<file path="src/rtl/mae_share_ctrl.sv">
`default_nettype none
// ============================================================================
//  Module   : mae_share_ctrl
//  Purpose  : Shares one MAE multiplier (18x18 signed in, 40-bit P out)
//             between NREQ fabric requesters. A round-robin arbiter issues
//             at most one operand pair per cycle; a tag pipeline follows
//             each operation through the MAE and returns its P result,
//             flagged to the requester that issued it.
//  Revision : 1.0 - initial release
// ----------------------------------------------------------------------------
//  Parameters
//    NREQ : number of requesters (2..8)
//    LAT  : MAE pipeline depth in cycles (0..4); must match the MAE
//           register configuration (in+out regs = 2, one side = 1, none = 0)
//    IDW  : requester ID width, 2**IDW >= NREQ
//  Ports
//    clk_i        clock, shared with the MAE
//    srst_n_i     synchronous active-low reset
//    hold_i       blocks new grants; in-flight operations still drain
//    req_valid_i  per-requester operand valid
//    req_a_i      packed A operands, requester i at [18i+17:18i]
//    req_b_i      packed B operands, same packing
//    req_clr_i    accumulator clear (accumulator build only)
//    req_ready_o  one-hot grant, combinational from req_valid_i
//    mae_a_o      A operand to the MAE (registered)
//    mae_b_o      B operand to the MAE (registered)
//    mae_en_o     MAE A_EN/B_EN/P_EN, held high once out of reset
//    mae_p_i      MAE P output
//    res_valid_o  one-hot single-cycle result strobe, no backpressure
//    res_data_o   result value, holds when no result is returned
//    res_id_o     owner of res_data_o
//    inflight_o   operations issued and not yet returned (0..LAT)
//  Build option
//    MAE_SHARE_ACC_EN : when defined, one 40-bit accumulator per requester;
//                       res_data_o returns the updated accumulator instead
//                       of the raw product.
// ============================================================================
module mae_share_ctrl #(
    parameter int NREQ = 4,
    parameter int LAT  = 2,
    parameter int IDW  = 3
) (
    input  logic              clk_i,
    input  logic              srst_n_i,
    input  logic              hold_i,
    input  logic [NREQ-1:0]   req_valid_i,
    input  logic [NREQ*18-1:0] req_a_i,
    input  logic [NREQ*18-1:0] req_b_i,
    input  logic [NREQ-1:0]   req_clr_i,
    output logic [NREQ-1:0]   req_ready_o,
    output logic [17:0]       mae_a_o,
    output logic [17:0]       mae_b_o,
    output logic              mae_en_o,
    input  logic [39:0]       mae_p_i,
    output logic [NREQ-1:0]   res_valid_o,
    output logic [39:0]       res_data_o,
    output logic [IDW-1:0]    res_id_o,
    output logic [2:0]        inflight_o
);

    localparam int c_DW = 18;
    localparam int c_PW = 40;

    // ------------------------------------------------------------------
    // Declarations
    // ------------------------------------------------------------------
    logic [IDW-1:0]  ptr_q;
    logic [IDW-1:0]  ptr_d;
    logic            w_gnt_found;
    logic [IDW-1:0]  w_gnt_id;
    logic            w_issue;
    logic [c_DW-1:0] w_sel_a;
    logic [c_DW-1:0] w_sel_b;
    logic            w_sel_clr;

    logic [c_DW-1:0] mae_a_q;
    logic [c_DW-1:0] mae_b_q;
    logic            mae_en_q;

    // Stage 0 is aligned with mae_a_q/mae_b_q, stage LAT with mae_p_i.
    logic            tag_v_q   [LAT+1];
    logic [IDW-1:0]  tag_id_q  [LAT+1];
    logic            tag_clr_q [LAT+1];

    logic            w_ret;
    logic [IDW-1:0]  w_ret_id;
    logic            w_ret_clr;
    logic [c_PW-1:0] w_ret_data;

    logic [NREQ-1:0] res_valid_q;
    logic [NREQ-1:0] res_valid_d;
    logic [c_PW-1:0] res_data_q;
    logic [IDW-1:0]  res_id_q;

    logic [2:0]      inflight_q;
    logic            w_cnt_inc;
    logic            w_cnt_dec;

    // ------------------------------------------------------------------
    // Round-robin arbiter: scan from ptr_q, wrapping modulo NREQ.
    // ------------------------------------------------------------------
    always_comb begin
        w_gnt_found = 1'b0;
        w_gnt_id    = '0;
        for (int k = 0; k < NREQ; k++) begin
            for (int j = 0; j < NREQ; j++) begin
                if (!w_gnt_found && req_valid_i[j] &&
                    (j == ((int'(ptr_q) + k) % NREQ))) begin
                    w_gnt_found = 1'b1;
                    w_gnt_id    = IDW'(j);
                end
            end
        end
    end

    assign w_issue = srst_n_i & ~hold_i & w_gnt_found;
    assign ptr_d   = (w_gnt_id == IDW'(NREQ - 1)) ? '0 : w_gnt_id + IDW'(1);

    always_comb begin
        req_ready_o = '0;
        w_sel_a     = '0;
        w_sel_b     = '0;
        w_sel_clr   = 1'b0;
        for (int j = 0; j < NREQ; j++) begin
            if (w_gnt_id == IDW'(j)) begin
                req_ready_o[j] = w_issue;
                w_sel_a        = req_a_i[j*c_DW +: c_DW];
                w_sel_b        = req_b_i[j*c_DW +: c_DW];
                w_sel_clr      = req_clr_i[j];
            end
        end
    end

    // ------------------------------------------------------------------
    // Issue registers; idle cycles keep the last operands on the MAE.
    // ------------------------------------------------------------------
    always_ff @(posedge clk_i) begin
        if (!srst_n_i) begin
            ptr_q    <= '0;
            mae_a_q  <= '0;
            mae_b_q  <= '0;
            mae_en_q <= 1'b0;
        end else begin
            mae_en_q <= 1'b1;
            if (w_issue) begin
                ptr_q   <= ptr_d;
                mae_a_q <= w_sel_a;
                mae_b_q <= w_sel_b;
            end
        end
    end

    // ------------------------------------------------------------------
    // Tag pipeline
    // ------------------------------------------------------------------
    always_ff @(posedge clk_i) begin
        if (!srst_n_i) begin
            for (int s = 0; s <= LAT; s++) begin
                tag_v_q[s]   <= 1'b0;
                tag_id_q[s]  <= '0;
                tag_clr_q[s] <= 1'b0;
            end
        end else begin
            tag_v_q[0]   <= w_issue;
            tag_id_q[0]  <= w_gnt_id;
            tag_clr_q[0] <= w_sel_clr;
            for (int s = 1; s <= LAT; s++) begin
                tag_v_q[s]   <= tag_v_q[s-1];
                tag_id_q[s]  <= tag_id_q[s-1];
                tag_clr_q[s] <= tag_clr_q[s-1];
            end
        end
    end

    assign w_ret     = tag_v_q[LAT];
    assign w_ret_id  = tag_id_q[LAT];
    assign w_ret_clr = tag_clr_q[LAT];

    // ------------------------------------------------------------------
    // In-flight count: tags in stages 0..LAT-1. The tag in stage LAT is
    // returning this cycle and no longer counts.
    // ------------------------------------------------------------------
    generate
        if (LAT == 0) begin : g_lat0
            assign w_cnt_inc = 1'b0;
            assign w_cnt_dec = 1'b0;
        end else begin : g_latn
            assign w_cnt_inc = w_issue;
            assign w_cnt_dec = tag_v_q[LAT-1];
        end
    endgenerate

    always_ff @(posedge clk_i) begin
        if (!srst_n_i) begin
            inflight_q <= '0;
        end else if (w_cnt_inc && !w_cnt_dec) begin
            inflight_q <= inflight_q + 3'd1;
        end else if (!w_cnt_inc && w_cnt_dec) begin
            inflight_q <= inflight_q - 3'd1;
        end
    end

    // ------------------------------------------------------------------
    // Result value: accumulator or raw product
    // ------------------------------------------------------------------
`ifdef MAE_SHARE_ACC_EN
    logic [c_PW-1:0] acc_q [NREQ];
    logic [c_PW-1:0] w_acc_base;

    always_comb begin
        w_acc_base = '0;
        for (int j = 0; j < NREQ; j++) begin
            if ((w_ret_id == IDW'(j)) && !w_ret_clr) begin
                w_acc_base = acc_q[j];
            end
        end
    end

    // 40-bit add wraps modulo 2**40.
    assign w_ret_data = w_acc_base + mae_p_i;

    always_ff @(posedge clk_i) begin
        if (!srst_n_i) begin
            for (int j = 0; j < NREQ; j++) begin
                acc_q[j] <= '0;
            end
        end else if (w_ret) begin
            for (int j = 0; j < NREQ; j++) begin
                if (w_ret_id == IDW'(j)) begin
                    acc_q[j] <= w_ret_data;
                end
            end
        end
    end
`else
    logic w_unused_clr;
    assign w_unused_clr = w_ret_clr;
    assign w_ret_data   = mae_p_i;
`endif

    // ------------------------------------------------------------------
    // Result registers
    // ------------------------------------------------------------------
    always_comb begin
        res_valid_d = '0;
        for (int j = 0; j < NREQ; j++) begin
            if (w_ret_id == IDW'(j)) begin
                res_valid_d[j] = w_ret;
            end
        end
    end

    always_ff @(posedge clk_i) begin
        if (!srst_n_i) begin
            res_valid_q <= '0;
            res_data_q  <= '0;
            res_id_q    <= '0;
        end else begin
            res_valid_q <= res_valid_d;
            if (w_ret) begin
                res_data_q <= w_ret_data;
                res_id_q   <= w_ret_id;
            end
        end
    end

    assign mae_a_o     = mae_a_q;
    assign mae_b_o     = mae_b_q;
    assign mae_en_o    = mae_en_q;
    assign res_valid_o = res_valid_q;
    assign res_data_o  = res_data_q;
    assign res_id_o    = res_id_q;
    assign inflight_o  = inflight_q;

endmodule
`default_nettype wire
</file>
<file path="config.mk">
export PLATFORM = sky130hd
export DESIGN_NAME = mae_share_ctrl
export DESIGN_NICKNAME = d
export VERILOG_FILES = /design/src/rtl/mae_share_ctrl.sv
export SDC_FILE = /design/constraint.sdc
export NUM_CORES = 1
export LEC_CHECK = 0
export CORE_MARGIN = 1.5
export CORE_UTILIZATION = 41
export DETAILED_ROUTE_END_ITERATION = 8
export MAX_ROUTING_LAYER = met4
export PLACE_DENSITY = 0.87
export SYNTH_ARGS = -nofsm -noshare
export SYNTH_HDL_FRONTEND = slang
export SYNTH_SLANG_ARGS = --single-unit
</file>
<file path="constraint.sdc">
create_clock -name clk_i -period 4.5 [get_ports clk_i]
set_clock_uncertainty 0.15 [all_clocks]
set_input_delay 0.675 -clock clk_i [delete_from_list [all_inputs] [get_ports clk_i]]
set_output_delay 0.675 -clock clk_i [all_outputs]
set_load 0.05 [all_outputs]
</file>
==> metrics.csv <==
stage,metric,value,unit
floorplanning,Placement Rows,39,
cells_and_area,area delta synth->final,65.8,%
worst_setup_path,"Data arrival, critical path",2.75,ns
global_routing,wire length of the first global-routing pass,24.5,mm
place,hpwl dp,11.5,mm
cells_and_area,"commonest cells after routing, fill and taps aside","sky130_fd_sc_hd__clkdlybuf4s50_1, sky130_fd_sc_hd__dfxtp_1, sky130_fd_sc_hd__nor2_1",
clock_tree,post-CTS clock slew at the launch and capture registers of the worst setup and hold paths,0.07,ns
timing,Worst slew margin,0.172,
clock_tree,number of gates resized after CTS,0,
place,Buffers on Ports,280,
worst_setup_path,element type at the critical path start,input port,
timing,fin. max-slew vios,0,
yosys,register bit total from synthesis,97,
detailed_routing,number of DRC violations after detailed routing,0,
yosys,Mapped Area,4750,um^2
clock_tree,library cell used as clock root buffer,sky130_fd_sc_hd__clkbuf_16,
worst_setup_path,Setup Crit Path Kind,input port to output pin,
yosys,"area leader, netlist",sky130_fd_sc_hd__dfxtp_1,
floorplanning,initial standard-cell utilization of the core,0.418,
yosys,yosys synthesis warning count,0,
timing,hold slack,0.284,ns
cells_and_area,non-filler instance count after layout,943,
worst_setup_path,worst-path fanout max,15,
timing,Post-Route Setup TNS,0,ns
yosys,synthesized instance count,554,
flow_run,number of max-capacitance violations reported,0,
timing,unrepaired setup endpoints after global routing,no,
yosys,post-synthesis average cell area,8.58,um^2
timing,total setup violations reported at the end of the flow,0,
yosys,number of synthesized flops with an enable pin,0,
cells_and_area,number of fillers in the final layout,875,
global_routing,vias in the first global route,5012,
clock_tree,CTS buffer count,9,
global_routing,aggregate global routing overflow,0,
detailed_routing,length of the first detailed-routing pass in iterations,7,
clock_tree,count of hold buffers inserted by post-cts repair,0,
floorplanning,number of ports placed on the die boundary,286,
clock_tree,number of levels in the clock H-tree,3,
timing,hold violation count in the final report,0,
floorplanning,Core Area,11400,um^2
power,leak pwr,2.97,nW
timing,post-layout min period,3.58,ns
cells_and_area,ant diodes,0,
timing,upper clock frequency limit,0.279,GHz
timing,slew of the pin with the lowest slew margin,1.24,ns
place,last weighted congestion value of the routability-driven placer,0.948,
worst_setup_path,required time at the endpoint of the critical path,3.67,ns
timing,final cycle utilization of the critical path,0.795,
yosys,count of distinct cell types in the synthesized netlist,35,
cells_and_area,"leading cell type in the layout, fill and taps excluded",sky130_fd_sc_hd__clkdlybuf4s50_1,
cells_and_area,Layout Nets,997,
worst_hold_path,worst min-delay path class,flop to flop,
yosys,fraction of post-synthesis cell area in the top cell type by area,0.408,
outcome,run status,completed,
detailed_routing,iteration-0 DRC count of the detailed router,330,
cells_and_area,layout cells sized above 1,0.0463,
clock_tree,TritonCTS clock tree,built,
yosys,share of the yosys chip area belonging to registers,0.408,
yosys,most used flip-flop cell after synthesis,sky130_fd_sc_hd__dfxtp_1,
power,power per unit of standard cell area,345,nW/um^2
detailed_routing,DRT antenna net count,0,
detailed_routing,final routed wirelength across all metal layers,15.5,mm
clock_tree,Setup Buffers After CTS,0,
clock_tree,clock latency of the later-clocked register in the worst-skew pair,0.33,ns
floorplanning,floorplan die width,111,um
detailed_routing,routed via count,5078,
yosys,async set or reset register ratio after synthesis,0,
global_routing,pin count of the biggest net entering global routing,74,
worst_setup_path,endpoint kind of the worst setup timing path,output pin,
clock_tree,clock sink count,97,
global_routing,Tot GR Track Use,0.253,
global_routing,initial antenna violation count,0,
floorplanning,area of the die,12300,um^2
detailed_routing,Wirelength per Cell,16.4,um
cells_and_area,share of the core filled with cells,0.693,
yosys,net count after synthesis,755,
yosys,cell types with the largest area share after synthesis,"sky130_fd_sc_hd__dfxtp_1, sky130_fd_sc_hd__mux2i_1, sky130_fd_sc_hd__a221o_1, sky130_fd_sc_hd__nand3b_1, sky130_fd_sc_hd__a22oi_1",
place,Inst Count DP,928,
clock_tree,maximum clock insertion buffer count,2,
power,maximum vdd drop,0.190,mV
detailed_routing,routed vias/inst,5.38,
floorplanning,height of the die,111,um
==> stage by stage <==
stage	cell area, um^2	setup slack, ns	power (mW)
3_3_place_gp	7580	0.734	1.94
3_5_place_dp	7580	0.634	1.97
6_report	7880	0.921	2.72
4_1_cts	7880	0.935	2.74
2_1_floorplan	4750	1.17	1.59
5_1_grt	7880	0.786	2.85
==> synth_stat cells, types with 2 or more instances <==
cell type	instances
sky130_fd_sc_hd__a22oi_1	36
sky130_fd_sc_hd__and3_1	4
sky130_fd_sc_hd__xor2_1	2
sky130_fd_sc_hd__nand3b_1	37
sky130_fd_sc_hd__buf_2	5
sky130_fd_sc_hd__ha_1	5
sky130_fd_sc_hd__nand2b_1	4
sky130_fd_sc_hd__a221oi_1	2
sky130_fd_sc_hd__clkbuf_1	45
sky130_fd_sc_hd__nor2_1	49
sky130_fd_sc_hd__dfxtp_1	97
sky130_fd_sc_hd__a221o_1	36
sky130_fd_sc_hd__buf_6	3
sky130_fd_sc_hd__nand2_1	40
sky130_fd_sc_hd__buf_1	4
sky130_fd_sc_hd__o21ai_0	4
sky130_fd_sc_hd__inv_1	42
sky130_fd_sc_hd__and2_1	6
sky130_fd_sc_hd__a21oi_1	41
sky130_fd_sc_hd__a31oi_1	36
sky130_fd_sc_hd__mux2i_1	42
==> registers in the layout (all words and copies together), names as in the netlist <==
register / cells
inflight_o: 3
mae_a_o: 18
mae_b_o: 18
mae_en_o: 1
ptr_q: 2
res_data_o: 40
res_id_o: 2
res_valid_o: 4
tag_id_q: 6
tag_v_q: 3
==> kinds of logic (layout without fill, tap and decap cells) <==
logic type               after synthesis  after routing  synth area share
AO/OA/AOI/OAI                        160            160             0.239
XOR/XNOR                               2              2           0.00368
adder cells (fa/ha/maj)                6              6            0.0174
buffers and inverters                100            346            0.0858
flip-flops                            97             97             0.408
multiplexers                          42             42            0.0884
other                                  1              1          0.000789
AND/OR/NAND/NOR                      146            146             0.156
==> worst max-delay path: stages <==
cell and delay [ns]:
sky130_fd_sc_hd__clkdlybuf4s50_1 0.54, sky130_fd_sc_hd__inv_1 0.11, sky130_fd_sc_hd__a221oi_1 0.48, sky130_fd_sc_hd__or2_2 0.22, sky130_fd_sc_hd__ha_2 0.33, sky130_fd_sc_hd__and3_1 0.25, sky130_fd_sc_hd__buf_12 0.15
==> layer usage <==
metal | wire length [um] | part of all wire | global-route usage | vias to the layer above
li1 | - | - | - | 2464
met4 | 552 | 0.036 | 0.113 | 0
met1 | 6370 | 0.41 | 0.289 | 2330
met5 | 0 | 0 | - | -
met2 | 7430 | 0.48 | 0.424 | 246
met3 | 1130 | 0.073 | 0.0574 | 38
==> report_power, final <==
part | internal, mW | total (mW) | leakage [nW] | switching, mW
logic | 0.457 | 0.987 | 2.03 | 0.530
registers | 0.923 | 0.963 | 0.797 | 0.0401
clock network | 0.447 | 0.766 | 0.142 | 0.320
total | 1.83 | 2.72 | 2.97 | 0.890
==> layout make-up <==
type,instances,area [um^2],area share
multi-input cells,357,2420,0.307
well taps,143,179,0.0227
clock buffers,10,239,0.0303
flip-flops and latches,97,1940,0.247
repair buffers,289,2880,0.365
inverters,42,158,0.0200
clock inverters,5,62.6,0.00794
==> worst paths after layout <==
kind / start / to / slack, ns / cells past startpoint
hold / removal: tag_v_q[0][0] / tag_v_q[0][1] / 0.28 / 1
setup reg to reg: ptr_q[1] / mae_b_o[15] / 1.75 / 8
hold reg to reg: tag_v_q[0][0] / tag_v_q[0][1] / 0.28 / 1
setup / recovery: req_valid_i[3] / req_ready_o[1] / 0.92 / 7
(Power assumes the default switching activity.)
